--- src/rtl/mem_port_arbiter_if.sv ---
// Bundle of client request/response and memory port signals for mem_port_arbiter.
// slave: the arbiter's view. master: the clients plus memory, as seen from outside.
interface mem_port_arbiter_if;
  logic        i_req;
  logic [31:0] i_addr;
  logic [31:0] i_rdata;
  logic        i_ack;
  logic        d_req;
  logic        d_rwn;
  logic [31:0] d_addr;
  logic [31:0] d_wdata;
  logic [31:0] d_rdata;
  logic        d_ack;
  logic        mem_start;
  logic        mem_rwn;
  logic [31:0] mem_address;
  logic [31:0] mem_data_in;
  logic [31:0] mem_data_out;
  logic        mem_ready;
  logic        busy;
  logic        grant;

  modport slave (
    input  i_req, i_addr, d_req, d_rwn, d_addr, d_wdata, mem_data_out, mem_ready,
    output i_rdata, i_ack, d_rdata, d_ack, mem_start, mem_rwn, mem_address,
           mem_data_in, busy, grant
  );

  modport master (
    output i_req, i_addr, d_req, d_rwn, d_addr, d_wdata, mem_data_out, mem_ready,
    input  i_rdata, i_ack, d_rdata, d_ack, mem_start, mem_rwn, mem_address,
           mem_data_in, busy, grant
  );
endinterface

--- src/rtl/mem_port_arbiter.sv ---
// Two-client (instruction fetch / load-store) front end for the single-port
// byte-addressed memory. One transaction at a time: IDLE -> ISSUE -> WAIT -> DONE.
// Optional macro ARB_RR_EN: round-robin tie breaking instead of data-over-instruction.
module mem_port_arbiter #(
  parameter int TIMEOUT_W = 8
) (
  input logic              clk,
  input logic              reset,   // synchronous, active low
  mem_port_arbiter_if.slave bus
);

  typedef enum logic [1:0] {
    IDLE  = 2'd0,
    ISSUE = 2'd1,
    WAIT  = 2'd2,
    DONE  = 2'd3
  } state_t;

  state_t                 state_q, state_d;
  logic                   grant_q, grant_d;     // 0 = instruction, 1 = data
  logic                   rwn_q, rwn_d;
  logic [31:0]            addr_q, addr_d;
  logic [31:0]            wdata_q, wdata_d;
  logic [31:0]            i_rdata_q, i_rdata_d;
  logic [31:0]            d_rdata_q, d_rdata_d;
  logic [TIMEOUT_W-1:0]   wait_cnt_q, wait_cnt_d;  // observes WAIT length only, never acts
  logic                   pick_data;

  // Arbitration: decide whether the data client wins this IDLE cycle.
  always_comb begin
`ifdef ARB_RR_EN
    // On a tie the client that was not granted last time wins.
    pick_data = bus.d_req & (~bus.i_req | ~grant_q);
`else
    pick_data = bus.d_req;
`endif
  end

  // Next-state logic and request latching.
  always_comb begin
    state_d    = state_q;
    grant_d    = grant_q;
    rwn_d      = rwn_q;
    addr_d     = addr_q;
    wdata_d    = wdata_q;
    i_rdata_d  = i_rdata_q;
    d_rdata_d  = d_rdata_q;
    wait_cnt_d = wait_cnt_q;
    case (state_q)
      IDLE: begin
        // mem_ready low here means an access aborted by reset is still draining.
        if ((bus.i_req || bus.d_req) && bus.mem_ready) begin
          state_d = ISSUE;
          grant_d = pick_data;
          if (pick_data) begin
            rwn_d   = bus.d_rwn;
            addr_d  = bus.d_addr;
            wdata_d = bus.d_wdata;
          end else begin
            rwn_d   = 1'b1;
            addr_d  = bus.i_addr;
            wdata_d = 32'd0;
          end
        end
      end
      ISSUE: begin
        state_d    = WAIT;
        wait_cnt_d = '0;
      end
      WAIT: begin
        if (bus.mem_ready) begin
          state_d = DONE;
          if (rwn_q) begin
            if (grant_q) d_rdata_d = bus.mem_data_out;
            else         i_rdata_d = bus.mem_data_out;
          end
        end else if (wait_cnt_q != {TIMEOUT_W{1'b1}}) begin
          wait_cnt_d = wait_cnt_q + 1'b1;
        end
      end
      DONE: begin
        state_d = IDLE;
      end
      default: begin
        state_d = IDLE;
      end
    endcase
  end

  // State and datapath registers.
  always_ff @(posedge clk) begin
    if (!reset) begin
      state_q    <= IDLE;
      grant_q    <= 1'b0;
      rwn_q      <= 1'b1;
      addr_q     <= 32'd0;
      wdata_q    <= 32'd0;
      i_rdata_q  <= 32'd0;
      d_rdata_q  <= 32'd0;
      wait_cnt_q <= '0;
    end else begin
      state_q    <= state_d;
      grant_q    <= grant_d;
      rwn_q      <= rwn_d;
      addr_q     <= addr_d;
      wdata_q    <= wdata_d;
      i_rdata_q  <= i_rdata_d;
      d_rdata_q  <= d_rdata_d;
      wait_cnt_q <= wait_cnt_d;
    end
  end

  // Outputs are registers or decodes of the state register only.
  assign bus.mem_start   = (state_q == ISSUE);
  assign bus.mem_rwn     = rwn_q;
  assign bus.mem_address = addr_q;
  assign bus.mem_data_in = wdata_q;
  assign bus.busy        = (state_q != IDLE);
  assign bus.grant       = grant_q;
  assign bus.i_ack       = (state_q == DONE) && !grant_q;
  assign bus.d_ack       = (state_q == DONE) && grant_q;
  assign bus.i_rdata     = i_rdata_q;
  assign bus.d_rdata     = d_rdata_q;

endmodule

--- src/flat_wrapper.sv ---
// flat-port wrapper written by rule: the top's interface ports become plain ports
module mem_port_arbiter_flat 
#(
  parameter int TIMEOUT_W = 8
)
  (clk, reset, bus_i_req, bus_i_addr, bus_d_req, bus_d_rwn, bus_d_addr, bus_d_wdata, bus_mem_data_out, bus_mem_ready, bus_i_rdata, bus_i_ack, bus_d_rdata, bus_d_ack, bus_mem_start, bus_mem_rwn, bus_mem_address, bus_mem_data_in, bus_busy, bus_grant);
  mem_port_arbiter_if bus_i ();
  input logic clk;
  input logic reset;
  input wire logic [$bits(bus_i.i_req)-1:0] bus_i_req;
  input wire logic [$bits(bus_i.i_addr)-1:0] bus_i_addr;
  input wire logic [$bits(bus_i.d_req)-1:0] bus_d_req;
  input wire logic [$bits(bus_i.d_rwn)-1:0] bus_d_rwn;
  input wire logic [$bits(bus_i.d_addr)-1:0] bus_d_addr;
  input wire logic [$bits(bus_i.d_wdata)-1:0] bus_d_wdata;
  input wire logic [$bits(bus_i.mem_data_out)-1:0] bus_mem_data_out;
  input wire logic [$bits(bus_i.mem_ready)-1:0] bus_mem_ready;
  output wire logic [$bits(bus_i.i_rdata)-1:0] bus_i_rdata;
  output wire logic [$bits(bus_i.i_ack)-1:0] bus_i_ack;
  output wire logic [$bits(bus_i.d_rdata)-1:0] bus_d_rdata;
  output wire logic [$bits(bus_i.d_ack)-1:0] bus_d_ack;
  output wire logic [$bits(bus_i.mem_start)-1:0] bus_mem_start;
  output wire logic [$bits(bus_i.mem_rwn)-1:0] bus_mem_rwn;
  output wire logic [$bits(bus_i.mem_address)-1:0] bus_mem_address;
  output wire logic [$bits(bus_i.mem_data_in)-1:0] bus_mem_data_in;
  output wire logic [$bits(bus_i.busy)-1:0] bus_busy;
  output wire logic [$bits(bus_i.grant)-1:0] bus_grant;
  assign bus_i.i_req = bus_i_req;
  assign bus_i.i_addr = bus_i_addr;
  assign bus_i.d_req = bus_d_req;
  assign bus_i.d_rwn = bus_d_rwn;
  assign bus_i.d_addr = bus_d_addr;
  assign bus_i.d_wdata = bus_d_wdata;
  assign bus_i.mem_data_out = bus_mem_data_out;
  assign bus_i.mem_ready = bus_mem_ready;
  assign bus_i_rdata = bus_i.i_rdata;
  assign bus_i_ack = bus_i.i_ack;
  assign bus_d_rdata = bus_i.d_rdata;
  assign bus_d_ack = bus_i.d_ack;
  assign bus_mem_start = bus_i.mem_start;
  assign bus_mem_rwn = bus_i.mem_rwn;
  assign bus_mem_address = bus_i.mem_address;
  assign bus_mem_data_in = bus_i.mem_data_in;
  assign bus_busy = bus_i.busy;
  assign bus_grant = bus_i.grant;
  mem_port_arbiter #(.TIMEOUT_W(TIMEOUT_W)) u_core (.clk(clk), .reset(reset), .bus(bus_i));
endmodule
--- config.mk ---
export PLATFORM = sky130hd
export DESIGN_NAME = mem_port_arbiter_flat
export DESIGN_NICKNAME = d
export VERILOG_FILES = /design/src/rtl/mem_port_arbiter_if.sv /design/src/rtl/mem_port_arbiter.sv /design/src/flat_wrapper.sv
export SDC_FILE = /design/constraint.sdc
export NUM_CORES = 1
export LEC_CHECK = 0
export CAP_MARGIN = 25
export CORE_MARGIN = 3
export CORE_UTILIZATION = 36
export DETAILED_ROUTE_END_ITERATION = 10
export PLACE_DENSITY = 0.83
export SLEW_MARGIN = 5
export SYNTH_ARGS = -nofsm -noshare
export SYNTH_HDL_FRONTEND = slang
export SYNTH_SLANG_ARGS = --single-unit
--- constraint.sdc ---
create_clock -name clk -period 1.4 [get_ports clk]
set_input_delay 0.42 -clock clk [delete_from_list [all_inputs] [get_ports clk]]
set_output_delay 0.42 -clock clk [all_outputs]
set_load 0.005 [all_outputs]
# --- Word-level counts from Yosys, hierarchy flattened ---
# Cells that the tools add are included.
classes:
  addsub: 0
  n_mul: 0
  div: 0
  n_lt_le_gt_ge: 0
  eq_ne: 5
  n_shift: 0
  n_mux: 6
  bitwise_logic: 1
  n_reduce_logical: 11
op_table:
  columns: ["op", "count"]
  rows:
  - ["32-bit 2-to-1 mux", 2]
  - ["2-bit one-hot mux with 4 select lines", 1]
  - ["4-bit AND reduction", 2]
  - ["2-bit == test (second input constant)", 2]
  - ["2-bit 2-to-1 mux", 2]
  - ["2-bit AND reduction", 2]
  - ["1-bit logical AND", 3]
  - ["2-bit by 1-bit == test with 1-bit output (second input constant)", 1]
  - ["2-bit zero test", 1]
  - ["2-bit by 1-bit != test with 1-bit output (second input constant)", 1]
  - ["2-bit != test (second input constant)", 1]
  - ["2-bit nonzero test", 1]
  - ["1-bit zero test", 1]
  - ["1-bit logical OR", 1]
  - ["1-bit 2-to-1 mux", 1]
  - ["1-bit inverter", 1]
totals:
  regBits: 132
  latchBits: 0
  ram_bits: 0
  romBits: 0
  out_inout_bits: 134
  mem_count: 0

# --- Longest topological paths before layout ---
# Gate-level depths: netlist of run 1.
depth:
  depth_word: 4
  mapped_depth: 7
  depth_no_buf: 5

# --- Worst setup path after synthesis of run 1 ---
# OpenSTA, ideal clock, no wires.
synth_timing:
  path_type: "register to register"
  from: "register u_core.state_q[0]"
  to: "register u_core.addr_q[11] (netlist: u_core.bus.mem_address[11])"
  setup_ns: 0.116
  t_arrival_ns: 1.338
  required_ns: 1.284
  path_slack_ns: -0.054
  stages_incl_launch_ff: 8
  n_path_buf: 3
  synth_period_minus_slack_ns: 1.454
  cell_sequence: "dfxtp_1 > inv_1 > ha_1 > o211a_1 > buf_6 > buf_6 > buf_6 > o211a_1"
synth_via:
  elab_chain_len: 2
synth_lines:
  columns: ["item", "line", "rtl"]
  rows:
  - ["start, declared", "mem_port_arbiter.sv:19", "state_t state_q, state_d;"]
  - ["start signal, assigned", "mem_port_arbiter.sv:102", "state_q <= state_d;"]
  - ["2-bit zero test", "mem_port_arbiter.sv:49", "case (state_q)"]
  - ["2-bit AND reduction (no line)", null, null]
  - ["end signal, assigned", "mem_port_arbiter.sv:105", "addr_q <= addr_d;"]
  - ["end, declared", "mem_port_arbiter.sv:22", "logic [31:0] addr_q, addr_d;"]
# Every way passes these cells.
# A chain may end at the register's enable or synchronous reset.

# --- Worst setup path after layout of run 1 ---
layout_timing:
  from: "register u_core.state_q[0]"
  to: "register u_core.addr_q[13] (netlist: u_core.bus.mem_address[13])"
# The elaborated chain is that of the path after synthesis.

==> impl_metrics.ini, run 1 <==
[logic_synthesis]
synth_fa_ha_area_frac = 0.009749
synth_area_mm2 = 0.005134
ys_types = 21
synthTopCellsByArea = dfxtp_1 51%, nand3_1 9.4%, nand2_1 7.3%
synth_top_cell_area_share = 0.5147
async_reset_ff_frac = 0
ys_seq_area_frac = 0.5147
synth_edf_count = 0
synth-main-ff-cell = dfxtp_1
yosysWarnings = 0
ys_seq_elements = 132
synth.most_common_cell = dfxtp_1
ys_top_cells_by_count = 132 x dfxtp_1, 100 x nand2_1, 96 x nand3_1
synth-compound-area-share = 0.1825
synth_top_family_by_area = compound AO/OA/AOI/OAI gates
post_synth_and_or_nand_nor_area_fraction = 0.1779
syn_nets = 701
synthMuxAreaShare = 0.06434
synthXorXnorAreaFrac = 0
yosysTopAreaCell = dfxtp_1
syn_avg_cell_area_um2 = 9.118
syn_inst = 563

[worst_setup_path]
crit_path_end_kind = flip-flop
critPathKind = reg2reg
r2r_slack_ps = -230
worstPathMaxFanout = 7
reg2reg_depth = 8
r2r-start = u_core.state_q[0]
r2r-end = u_core.bus.mem_address[13]
crit_path_start_kind = flip-flop
required_ps = 1690
critPathArrivalTime_ps = 1920

[clock_tree]
clock-sinks = 132
clockBufferDepth = 2
ctsHtreeMaxLevel = 4
clockRootBuffer = clkbuf_16
cts_tree = done
cts_buffers = 17
clk_latency_ps = 420
path_clk_slew_ps = 60

[sta]
maxSlewViolCount = 0
setup_ws_ps = -229.0
fin_tns_setup_ps = -10060
fin_crit_sh = 1.164
worstMarginPinSlew_ps = 418.1
rsz0062_at_grt = yes
fmax_mhz = 613.9
finClkSkew_ps = 10.58
period_needed_ps = 1629
setup_viol = 125
hold_viol = 0
timing.hold.ws_ps = 451.1
max_slew_margin = 0.7199

[cells_and_area]
ff_latch_area_mm2 = 0.002746
n_fill_cell = 945
fin_util = 0.7403
multi_input_area_mm2 = 0.003288
stdcell_area_mm2 = 0.01032
drive_gt1_frac = 0.5566
stdcell_count = 1074
layout.nets = 1018
area_delta_synth_final_pct = 100.9

[placement]
port_buffers = 267
post-place-ws_ps = -481.6
dp.cells = 985
post_dp_cell_area_mm2 = 0.008122
gp_congestion = 0.7905
dp_hpwl_um = 10960

[min_path]
min_path_cells = 2
min_from = u_core.bus.mem_data_in[16]
hold_path.class = reg2reg
whs_endpoint = u_core.bus.mem_data_in[16]

[power]
p_int_mw = 9.748
switchingPower_mw = 4.222
cellPowerDensity_mw_per_mm2 = 1354
finalPower_mw = 13.97
power.ir.vdd_worst_v = 0.0007996
p_sw_frac = 0.3022
power_frac_seq = 0.327
power_frac_comb = 0.361
leakage_nw = 4.513
clkPwrFrac = 0.311

[detailed_routing]
remaining_drc_errors = 0
drt_iter0_markers = 364
via_per_inst = 5.302
wl_met3_um = 1514
top_layer = met4
routedWlPerCell_um = 19.61
wl_met1_um = 7938
antenna_left = 0
drt_wl_total_um = 21060
dr.pass1.iters = 4
route.met2.wl_um = 10730
via_count = 5694

[job]
maxCapViolCount = 0

[grt]
grt_max_degree = 65
grt_pass1_wl_um = 31440
grt_use_total = 0.2519
grt_pass1_vias = 5912
grt-ovfl-total = 0
grt_antenna_before_repair = 1

[floorplan]
die_h_um = 125.4
core_area_mm2 = 0.01393
die_area_mm2 = 0.01573
die_width_um = 125.4
start_util = 0.3684
ioPinCount = 268
rows = 43

[outcome]
violations = negative setup slack
status = complete, but fails checks
worst max-delay path: stages, from the launching register on:
cell and delay (ps):
dfxtp_4 380, inv_4 50, ha_4 160, buf_6 120, o211a_4 160, buf_6 130
buf_6 130, buf_16 150, o211a_1 230
sequential cells by signal (all words and copies together) (netlist names):
| name | flops |
|---|---|
| u_core.bus.d_rdata | 32 |
| u_core.bus.grant | 1 |
| u_core.bus.i_rdata | 32 |
| u_core.bus.mem_address | 32 |
| u_core.bus.mem_data_in | 32 |
| u_core.bus.mem_rwn | 1 |
| u_core.state_q | 2 |
kinds of logic after synthesis:
family / count (synthesis)
AOI/OAI and AO/OA: 135
adders and majority gates: 4
DFF: 132
and+or+nand+nor: 203
buffers and inverters: 56
muxes: 33
timing repair:
item,4_1_cts,5_1_grt
cloned,23,4
hold buffers,0,0
resized for setup,612,283
buffers inserted,25,19
endpoints found under the setup margin,264,252
pin swaps,110,61
how the worst max path moves through the flow:
stage | startpoint | to | slack (ps)
after floorplan | bus_d_req | u_core.bus.mem_address[11] | -0.9
after global placement | bus_mem_ready | u_core.bus.mem_address[1] | -410
after detailed placement | bus_mem_ready | u_core.bus.mem_data_in[20] | -480
after CTS | u_core.state_q[1] | bus_mem_start | -230
after global routing | u_core.state_q[0] | u_core.bus.mem_address[13] | -250
final | u_core.state_q[0] | u_core.bus.mem_address[13] | -230
cell type report:
class                   instances  area share
diodes                          1   0.0002426
clock buffers                  23     0.04536
clock inverters                 9     0.01007
inverters                       3    0.001577
multi-input cells             375      0.3187
flip-flops and latches        132      0.2662
well taps                     180     0.02183
repair buffers                351      0.3360
cells in the final DEF (no fill, tap or decap), types with 2 or more instances in the layout:
| master | n |
|---|---|
| buf_16 | 11 |
| buf_4 | 28 |
| o21ai_4 | 3 |
| buf_12 | 21 |
| nand2_2 | 15 |
| nor2b_4 | 2 |
| a21boi_2 | 13 |
| nand2_1 | 67 |
| clkinvlp_4 | 2 |
| nand3_1 | 11 |
| o21ai_1 | 17 |
| nand3_4 | 13 |
| clkdlybuf4s15_2 | 12 |
| bufinv_16 | 2 |
| mux2i_1 | 33 |
| dfxtp_1 | 59 |
| nand2_4 | 18 |
| clkbuf_16 | 21 |
| inv_4 | 2 |
| o211a_1 | 32 |
| dfxtp_4 | 5 |
| clkinv_2 | 4 |
| o21ai_2 | 46 |
| clkbuf_2 | 68 |
| buf_6 | 25 |
| ha_4 | 4 |
| nand3_2 | 72 |
| clkbuf_8 | 2 |
| clkdlybuf4s15_1 | 20 |
| dfxtp_2 | 68 |
| a21boi_1 | 20 |
| buf_2 | 30 |
| clkdlybuf4s50_1 | 130 |
| clkbuf_1 | 4 |
power by group through the flow:
| stage | logic, mW | registers (mW) | clock network, mW |
|---|---|---|---|
| floorplan | 1.27 | 4.57 | 0 |
| global placement | 3.12 | 4.52 | 0 |
| detailed placement | 3.17 | 4.53 | 0 |
| CTS | 5.14 | 4.52 | 4.37 |
| global route | 5.33 | 4.62 | 4.59 |
| finish | 5.05 | 4.57 | 4.35 |
metal layers:
| layer | global-route usage | vias to the layer above |
|---|---|---|
| met3 | 0.08586 | 68 |
| met4 | 0.1148 | 0 |
| met1 | 0.2797 | 2735 |
| met2 | 0.4356 | 258 |
| li1 | - | 2633 |
| met5 | 0 | - |
Note: power is estimated with default switching activity, not from simulation.
==> run 2, diff against run 1 <==
RECOVER_POWER = 25   (was default)
==> impl_metrics.ini, run 2 (synthesis gave the netlist of run 1 again) <==
[outcome]
status = complete, but fails checks
violations = negative setup slack

[sta]
worstMarginPinSlew_ps = 417.9
hold_viol = 0
setup_ws_ps = -229.1
timing.hold.ws_ps = 451.2
setup_viol = 125
period_needed_ps = 1629
fmax_mhz = 613.9
max_slew_margin = 0.7200
finClkSkew_ps = 9.655
fin_crit_sh = 1.164
rsz0062_at_grt = yes
maxSlewViolCount = 0

[clock_tree]
path_clk_slew_ps = 60
clockBufferDepth = 2
ctsHtreeMaxLevel = 4
cts_buffers = 17
clock-sinks = 132
clockRootBuffer = clkbuf_16
clk_latency_ps = 420
cts_tree = done

[worst_setup_path]
r2r-end = u_core.bus.mem_address[13]
cpMostUsedCell = buf_6
cp_slowest_cell = dfxtp_4
worstPathMaxFanout = 7
r2r-start = u_core.state_q[0]
required_ps = 1690
crit_path_end_kind = flip-flop
r2r_slack_ps = -230
crit_chain = inv_4, ha_4, buf_6, o211a_4, buf_6, buf_6, buf_16, o211a_1
critPathKind = reg2reg
slowest_delay_ps = 380
critPathArrivalTime_ps = 1920
reg2reg_depth = 8
crit_path_start_kind = flip-flop

[grt]
grt_antenna_before_repair = 1
grt-ovfl-total = 0
grt_pass1_vias = 5912
grt_pass1_wl_um = 31440
grt_use_total = 0.2519
grt_max_degree = 65

[detailed_routing]
via_per_inst = 5.292
via_count = 5684
drt_iter0_markers = 364
dr.pass1.iters = 4
antenna_left = 0
remaining_drc_errors = 0
routedWlPerCell_um = 19.61
drt_wl_total_um = 21060

[floorplan]
die_h_um = 125.4
die_area_mm2 = 0.01573
ioPinCount = 268
core_area_mm2 = 0.01393
rows = 43
start_util = 0.3684
die_width_um = 125.4

[cells_and_area]
most-common-layout-cells = 130 x clkdlybuf4s50_1, 72 x nand3_2, 67 x nand2_1
layout_commonest_cell = clkdlybuf4s50_1
drive_gt1_frac = 0.5476
n_fill_cell = 950
layout.nets = 1018
fin_util = 0.7396
area_delta_synth_final_pct = 100.8

[placement]
dp_hpwl_um = 10960
gp_congestion = 0.7905
port_buffers = 267

[min_path]
hold_path.class = reg2reg
min_from = u_core.bus.mem_data_in[16]
min_path_cells = 2
whs_endpoint = u_core.bus.mem_data_in[16]

[power]
cellPowerDensity_mw_per_mm2 = 1355
power.ir.vdd_worst_v = 0.0008006
leakage_nw = 4.504

[job]
maxCapViolCount = 0
[run 2: layout make-up]
class	count	area, um2	share of cell area
Antenna cell	1	2.502	0.0002428
Clock buffer	23	467.9	0.04541
Clock inverter	9	103.9	0.01008
Inverter	3	16.27	0.001578
Multi-Input combinational cell	375	3288	0.3190
Sequential cell	132	2739	0.2658
Tap cell	180	225.2	0.02185
Timing Repair Buffer	351	3463	0.3360
[run 2: where the power goes]
part / internal (mW) / leakage, nW / switching, mW
Sequential: 4.27 / 1.11 / 0.298
Clock: 2.71 / 0.277 / 1.65
Combinational: 2.77 / 3.12 / 2.28
[run 2: layer usage]
metal	global-route usage	wire length [um]	vias to the layer above
met5	0	0	-
met4	0.1148	851	0
met3	0.08586	1525	66
met2	0.4356	10750	259
met1	0.2797	7936	2728
li1	-	-	2631
[run 2: critical path: cells and delay by family (launching register included)]
kind                     cells  cell delay (ps)
flip-flops                   1              380
AO/OA/AOI/OAI                2              390
adder cells (fa/ha/maj)      1              160
buffers and inverters        5              580
[run 2: how the worst max path moves through the flow]
stage                            endpoint               from  cells past startpoint  slack (ps)
3_3_place_gp    u_core.bus.mem_address[1]      bus_mem_ready                      5        -410
3_5_place_dp   u_core.bus.mem_data_in[20]      bus_mem_ready                      5        -480
5_1_grt        u_core.bus.mem_address[13]  u_core.state_q[0]                      8        -250
6_report       u_core.bus.mem_address[13]  u_core.state_q[0]                      8        -230
2_1_floorplan  u_core.bus.mem_address[11]          bus_d_req                      6        -0.9
4_1_cts                     bus_mem_start  u_core.state_q[1]                      4        -230
[run 2: timing repair]
action | 4_1_cts | 5_1_grt
endpoints found under the setup margin | 264 | 252
setup buffers | 25 | 19
pin swaps | 110 | 61
cloned | 23 | 4
gates resized for setup | 612 | 283
endpoints found under the hold margin | 0 | 0
hold buffers | 0 | 0
[run 2: stage by stage]
step	setup TNS, ps	instance area, um2	worst slack (ps)	cells	power [mW]
after floorplan	-17.59	5147	-0.8794	563	5.832
after global placement	-47480	8122	-412.7	985	7.636
after detailed placement	-52720	8122	-481.6	985	7.701
after CTS	-12050	10240	-226.2	1064	14.03
after global routing	-16820	10310	-249.5	1074	14.54
final	-10030	10310	-229.1	1074	13.97
==> run 3, diff against run 2 <==
HOLD_SLACK_MARGIN = 0.06   (was default)
==> results of run 3 <==
The final DEF is identical to that of run 2; final timing and power are the same.
